## config.mk

```make
export PLATFORM = sky130hd
export DESIGN_NAME = seq_run_generator
export DESIGN_NICKNAME = d
export VERILOG_FILES = /design/src/rtl/seq_run_generator_pkg.sv /design/src/rtl/seq_run_generator_fifo.sv /design/src/rtl/seq_run_generator.sv
export SDC_FILE = /design/constraint.sdc
export NUM_CORES = 1
export LEC_CHECK = 0
export ABC_AREA = 0
export CAP_MARGIN = 20
export CORE_UTILIZATION = 55
export CTS_CLUSTER_DIAMETER = 50
export DETAILED_ROUTE_END_ITERATION = 10
export GPL_TIMING_DRIVEN = 0
export PLACE_DENSITY = 0.85
export SLEW_MARGIN = 40
export SYNTH_ARGS = -nofsm -noshare
export SYNTH_HDL_FRONTEND = slang
export SYNTH_SLANG_ARGS = --single-unit
```

## constraint.sdc

```tcl
create_clock -name clk -period 3.4 [get_ports clk]
set_input_delay 0.34 -clock clk [delete_from_list [all_inputs] [get_ports clk]]
set_output_delay 0.34 -clock clk [all_outputs]
set_load 0.02 [all_outputs]
```

## src/rtl/seq_run_generator_pkg.sv

```systemverilog
// Shared types for the run generator.
//   gen_state_e : generator FSM state (IDLE, EMIT)
//   run_desc_t  : run descriptor {bit value, run length}
//   MATCH_LEN_DEF : default equal-bit run length that predicts detector z
// The descriptor length field is sized for the widest supported RUN_W
// (RUN_W_MAX). Narrower instances zero-extend into it, and the constant
// upper bits are trimmed by synthesis.
package seq_pkg;

  localparam int MATCH_LEN_DEF = 4;
  localparam int RUN_W_MAX     = 16;

  typedef enum logic [0:0] {
    ST_IDLE = 1'b0,
    ST_EMIT = 1'b1
  } gen_state_e;

  typedef struct packed {
    logic                 bit_val;
    logic [RUN_W_MAX-1:0] len;
  } run_desc_t;

endpackage

```

## src/rtl/seq_run_generator_fifo.sv

```systemverilog
// run_fifo: synchronous FIFO holding run descriptors.
// Ports:
//   clk, reset      : clock, synchronous active-high reset (empties FIFO)
//   i_push, i_din   : write request and data (ignored when full)
//   i_pop           : read request (ignored when empty)
//   o_dout          : head entry (valid while !o_empty)
//   o_full, o_empty : occupancy flags, derived from registered count only
module run_fifo #(
  parameter int DEPTH = 4,
  parameter int W     = 8
) (
  input  logic         clk,
  input  logic         reset,
  input  logic         i_push,
  input  logic [W-1:0] i_din,
  input  logic         i_pop,
  output logic [W-1:0] o_dout,
  output logic         o_full,
  output logic         o_empty
);

  localparam int AW = $clog2(DEPTH);
  localparam int CW = AW + 1;

  logic [W-1:0]  r_mem [DEPTH];
  logic [AW-1:0] r_wr_ptr;
  logic [AW-1:0] r_rd_ptr;
  logic [CW-1:0] r_count;
  logic          w_do_push;
  logic          w_do_pop;

  assign o_full    = (r_count == CW'(DEPTH));
  assign o_empty   = (r_count == '0);
  assign o_dout    = r_mem[r_rd_ptr];
  assign w_do_push = i_push && !o_full;
  assign w_do_pop  = i_pop && !o_empty;

  // Storage has no reset; only pointers and count define contents.
  always_ff @(posedge clk) begin
    if (w_do_push) begin
      r_mem[r_wr_ptr] <= i_din;
    end
  end

  always_ff @(posedge clk) begin
    if (reset) begin
      r_wr_ptr <= '0;
      r_rd_ptr <= '0;
      r_count  <= '0;
    end else begin
      if (w_do_push) begin
        r_wr_ptr <= r_wr_ptr + AW'(1);
      end
      if (w_do_pop) begin
        r_rd_ptr <= r_rd_ptr + AW'(1);
      end
      // Simultaneous push and pop leaves occupancy unchanged.
      case ({w_do_push, w_do_pop})
        2'b10:   r_count <= r_count + CW'(1);
        2'b01:   r_count <= r_count - CW'(1);
        default: r_count <= r_count;
      endcase
    end
  end

endmodule

```

## src/rtl/seq_run_generator.sv

```systemverilog
// seq_run_generator: turns queued run descriptors {bit, len} into a serial
// bit stream for a sequence detector and predicts the detector's z output.
// Ports:
//   clk, reset          : clock, synchronous active-high reset
//   in_valid, in_ready  : descriptor handshake
//   in_bit, in_len      : descriptor bit value and run length (0 = dropped)
//   w, w_valid          : serial stream and its qualifier
//   expect_z            : predicted detector z (registered)
//   busy                : FIFO non-empty or a run is being emitted
//   dbg_state           : generator FSM state
//
// Handshake: a descriptor transfers on a rising edge where in_valid && in_ready.
// in_ready depends only on registered state (never on in_valid), is low while
// reset is applied, and is low whenever the FIFO is full even if a pop happens
// in the same cycle.
module seq_run_generator
  import seq_pkg::*;
#(
  parameter int FIFO_DEPTH = 4,
  parameter int RUN_W      = 4,
  parameter int MATCH_LEN  = MATCH_LEN_DEF
) (
  input  logic             clk,
  input  logic             reset,
  input  logic             in_valid,
  output logic             in_ready,
  input  logic             in_bit,
  input  logic [RUN_W-1:0] in_len,
  output logic             w,
  output logic             w_valid,
  output logic             expect_z,
  output logic             busy,
  output gen_state_e       dbg_state
);

  localparam int HIST_W = $clog2(MATCH_LEN + 1);
  localparam int DW     = $bits(run_desc_t);

  logic                 r_rdy_en;
  gen_state_e           r_state;
  logic [RUN_W_MAX-1:0] r_cnt;
  logic                 r_bit;
  logic                 r_w;
  logic                 r_w_valid;
  logic                 r_z;
  logic [HIST_W-1:0]    r_hist;
  logic                 r_last_bit;

  logic                 w_full;
  logic                 w_empty;
  logic                 w_push;
  logic                 w_pop;
  logic                 w_last;
  run_desc_t            w_push_desc;
  run_desc_t            w_head;
  logic [DW-1:0]        w_head_raw;
  logic [HIST_W-1:0]    w_hist_nxt;

  // Goes high on the first edge after reset is released.
  always_ff @(posedge clk) begin
    r_rdy_en <= !reset;
  end

  assign in_ready    = r_rdy_en && !w_full;
  // Zero-length runs complete the handshake but never enter the FIFO.
  assign w_push      = in_valid && in_ready && (in_len != '0);
  assign w_push_desc = '{bit_val: in_bit, len: RUN_W_MAX'(in_len)};
  assign w_head      = run_desc_t'(w_head_raw);
  assign w_last      = (r_cnt == RUN_W_MAX'(1));
  // Pop when idle, or on the last cycle of a run so the next run follows
  // with no gap.
  assign w_pop       = !w_empty && ((r_state == ST_IDLE) || w_last);

  run_fifo #(
    .DEPTH (FIFO_DEPTH),
    .W     (DW)
  ) u_fifo (
    .clk     (clk),
    .reset   (reset),
    .i_push  (w_push),
    .i_din   (w_push_desc),
    .i_pop   (w_pop),
    .o_dout  (w_head_raw),
    .o_full  (w_full),
    .o_empty (w_empty)
  );

  // Generator FSM. w/w_valid are registered from the state, so the stream
  // trails the EMIT state by one cycle: accept at t, load at t+1, first bit
  // visible from t+2.
  always_ff @(posedge clk) begin
    if (reset) begin
      r_state   <= ST_IDLE;
      r_cnt     <= '0;
      r_bit     <= 1'b0;
      r_w       <= 1'b0;
      r_w_valid <= 1'b0;
    end else begin
      r_w_valid <= (r_state == ST_EMIT);
      r_w       <= (r_state == ST_EMIT) && r_bit;
      case (r_state)
        ST_IDLE: begin
          if (!w_empty) begin
            r_cnt   <= w_head.len;
            r_bit   <= w_head.bit_val;
            r_state <= ST_EMIT;
          end
        end
        ST_EMIT: begin
          if (w_last) begin
            if (!w_empty) begin
              r_cnt <= w_head.len;
              r_bit <= w_head.bit_val;
            end else begin
              r_cnt   <= '0;
              r_state <= ST_IDLE;
            end
          end else begin
            r_cnt <= r_cnt - RUN_W_MAX'(1);
          end
        end
        default: r_state <= ST_IDLE;
      endcase
    end
  end

  // Reference model of the detector: length of the current run of equal
  // stream bits, including this cycle's bit. r_hist == 0 means the previous
  // cycle carried no valid bit, so the next valid bit starts a fresh run.
  always_comb begin
    w_hist_nxt = '0;
    if (r_w_valid) begin
      if ((r_hist != '0) && (r_w == r_last_bit)) begin
        if (r_hist >= HIST_W'(MATCH_LEN)) begin
          w_hist_nxt = HIST_W'(MATCH_LEN);
        end else begin
          w_hist_nxt = r_hist + HIST_W'(1);
        end
      end else begin
        w_hist_nxt = HIST_W'(1);
      end
    end
  end

  always_ff @(posedge clk) begin
    if (reset) begin
      r_hist     <= '0;
      r_last_bit <= 1'b0;
      r_z        <= 1'b0;
    end else begin
      r_hist     <= w_hist_nxt;
      r_last_bit <= r_w;
      r_z        <= r_w_valid && (w_hist_nxt == HIST_W'(MATCH_LEN));
    end
  end

  assign w         = r_w;
  assign w_valid   = r_w_valid;
  assign expect_z  = r_z;
  assign busy      = !w_empty || (r_state == ST_EMIT);
  assign dbg_state = r_state;

endmodule

```

==> flow_summary.ini <==
[run_status]
status = completed

[worst_setup_path]
endpoint_kind = flip-flop
worstPathRequired_ps = 3640
crit_chain = inv_1, ha_1, or4b_1, or4_4, a21oi_4, ha_1, inv_1, fa_1, xor2_1, or3_1, a21oi_1
cp_max_fo = 6
cp_data_arrival_time_ps = 3450
critPathKind = reg -> reg
crit_path_max_incr_delay_ps = 560
cp-start-kind = flip-flop
cp_slowest_cell = or4_4

[global_route]
grt_overflow = 0
antenna_found_initial = 0
grt_pass1_vias = 1452
grt_pass1_wl_um = 6350
track_usage_pct = 19.1
grt_max_degree = 16

[timing]
grt_setup_unrepaired = false
fin_crit_ps = 3210
max_clock_freq_mhz = 311
fin_skew_ps = 3.32
finalSetupViolations = 0
tightest_slew_ps = 546
drv_slew = 0
finalCritPeriodShare_pct = 94.5
layout_setup_ws_ps = 188
fin_tns_setup_ps = 0
timing.final.hold_violations = 0
relSlewSlack_pct = 63.3

[place]
place_hpwl_um = 2910
port_buffers = 13
routabilityCongestion = 0.795
dpl_worst_slack_ps = 210

[synthesis]
synthSimpleGateAreaFrac_pct = 18.0
synthMuxAreaShare_pct = 5.52
synth_xor_area_share_pct = 3.65
synth-compound-area-share_pct = 9.48
synthFlopType = dfxtp_1
synth.distinct_cells = 38
ys_warn_count = 0
synth_edf_count = 20
synthTopCellsByArea = dfxtp_1 29%, edfxtp_1 25%, ha_1 4.7%, mux4_2 4.7%, nand2_1 3.0%
synthesis.area_um2 = 2400
async_flop_share_pct = 0
synth.most_common_cell = dfxtp_1
syn_inst = 221
yosys.area.top_type_share_pct = 29.2
ys_seq_elements = 55
seq_area_frac_synth_pct = 54.2
ys_top_cells_by_count = 35 x dfxtp_1, 20 x edfxtp_1, 19 x nand2_1, 19 x nor2_1, 16 x inv_1
synth_top_area_cell = dfxtp_1
synth_top_family_by_area = simple AND/OR/NAND/NOR gates
avgSynthCellArea_um2 = 10.9
synthAdderAreaFrac_pct = 5.52
syn_nets = 239

[clock_tree]
cts_resized = 0
cts_setup_buffers = 0
cts-root-buf = clkbuf_8
clk_pin_slew_worst_paths_ps = 90
cts_tree = built
htree_num_levels = 2
clk_latency_ps = 300
max-clock-path-buffers = 2
hold_buffers = 0
numCtsBuffers = 5
numClockSinks = 55

[drt]
wire_per_inst_um = 13.3
drtIter0Drc = 83
postRouteAntennaNets = 0
routed_wl_um = 3880
via_per_inst = 5.45
vias = 1591
drtPass1Iterations = 4
drc_errors = 0

[final_layout]
nets = 259
area_growth_pct = 11.4
num_antenna_cells = 0
final_core_util_pct = 65.5
drive_gt1_share_pct = 7.02
fillers = 324

[die]
die_height_um = 68.1
core_um2 = 4090
num_rows = 23
floorplan.die_area_um2 = 4630
chipWidth_um = 68.1
io_pins = 14
start_util_pct = 58.8

[hold_path]
min_path_type = reg -> reg

[flow_run]
drv_cap = 0

[pwr]
p_leak_uw = 0.000982
vdd_drop_max_v = 0.000450
p_per_area_nw_per_um2 = 814
## worst max-delay path, delay by kind of cell, from the launching register on
kind / cells / cell delay (ps)
buffers and inverters: 2 / 160
DFF: 1 / 330
adders and majority gates: 3 / 760
AOI/OAI and AO/OA: 2 / 400
xor gates and xnor gates: 1 / 170
and+or+nand+nor: 3 / 1320
## worst paths after layout
path / start / depth (start not counted) / slack (ps) / to
hold / removal: r_bit$_SDFFE_PP0P_ / 1 / 470 / w$_SDFF_PP0_
hold reg to reg: r_bit$_SDFFE_PP0P_ / 1 / 470 / w$_SDFF_PP0_
setup reg to reg: r_cnt[1]$_SDFFE_PP0P_ / 11 / 190 / u_fifo.r_count[2]$_SDFFE_PP0P_
setup / recovery: r_cnt[1]$_SDFFE_PP0P_ / 11 / 190 / u_fifo.r_count[2]$_SDFFE_PP0P_
## flip-flops by register name (all words and copies together) (netlist names), named ones only
signal,cells
w,1
u_fifo.r_wr_ptr,2
expect_z,1
u_fifo.r_count,3
r_cnt,16
r_rdy_en,1
u_fifo.r_mem,20
u_fifo.r_rd_ptr,2
w_valid,1
r_hist,3
dbg_state,1
r_last_bit,1
r_bit,1
## cells by family after synthesis
| kind of cell | count (synthesis) |
|---|---|
| mux | 7 |
| fa+ha+maj | 10 |
| simple gates | 83 |
| buf+inv | 21 |
| compound gates | 35 |
| flops | 55 |
| xor+xnor | 10 |
## cells in the final DEF, fill, tap and decap left out, types with 3 or more instances in the layout
master	count
or3_1	9
and3_1	3
mux4_2	5
clkbuf_8	5
and2_1	6
clkdlybuf4s50_1	13
nor2_1	19
a31oi_1	8
xor2_1	6
o21ai_0	8
nand2_1	19
xnor2_1	4
or4_1	3
clkbuf_1	6
nand3_1	7
edfxtp_1	20
nor3_1	5
inv_1	16
a21oi_1	9
dfxtp_1	35
ha_1	9
## routing by layer
layer / up-vias / global-route usage (%) / part of all wire [%]
met4: 0 / 7.29 / 1.3
li1: 826 / - / -
met2: 25 / 33.2 / 49
met1: 734 / 22.5 / 47
met5: - / 0 / 0
met3: 6 / 4.50 / 2.8
## final cells by class
cell class	instances	area (um^2)	area share [%]
Inverter	16	60.1	2.25
Sequential cell	55	1300	48.6
Clock inverter	1	5.00	0.187
Buffer	5	26.3	0.982
Clock buffer	7	76.3	2.85
Multi-Input combinational cell	145	1010	37.9
Timing Repair Buffer	13	130	4.86
Tap cell	50	62.6	2.34
## where the power goes
part	leakage, uW	switching [uW]	internal [uW]
Combinational	0.000472	501	407
Sequential	0.000468	121	805
Clock	0.0000422	198	145
## metrics by stage
step                      total power (uW)  hold WS [ps]  instances  instance area, um^2
final                                 2180           474        292                 2680
after global routing                  2350           504        292                 2680
after CTS                             2190           479        292                 2680
after detailed placement              1850           450        284                 2590
after global placement                1820           447        284                 2590
after floorplan                       1630           429        221                 2400
No activity file was read; power rests on OpenSTA's default activity.
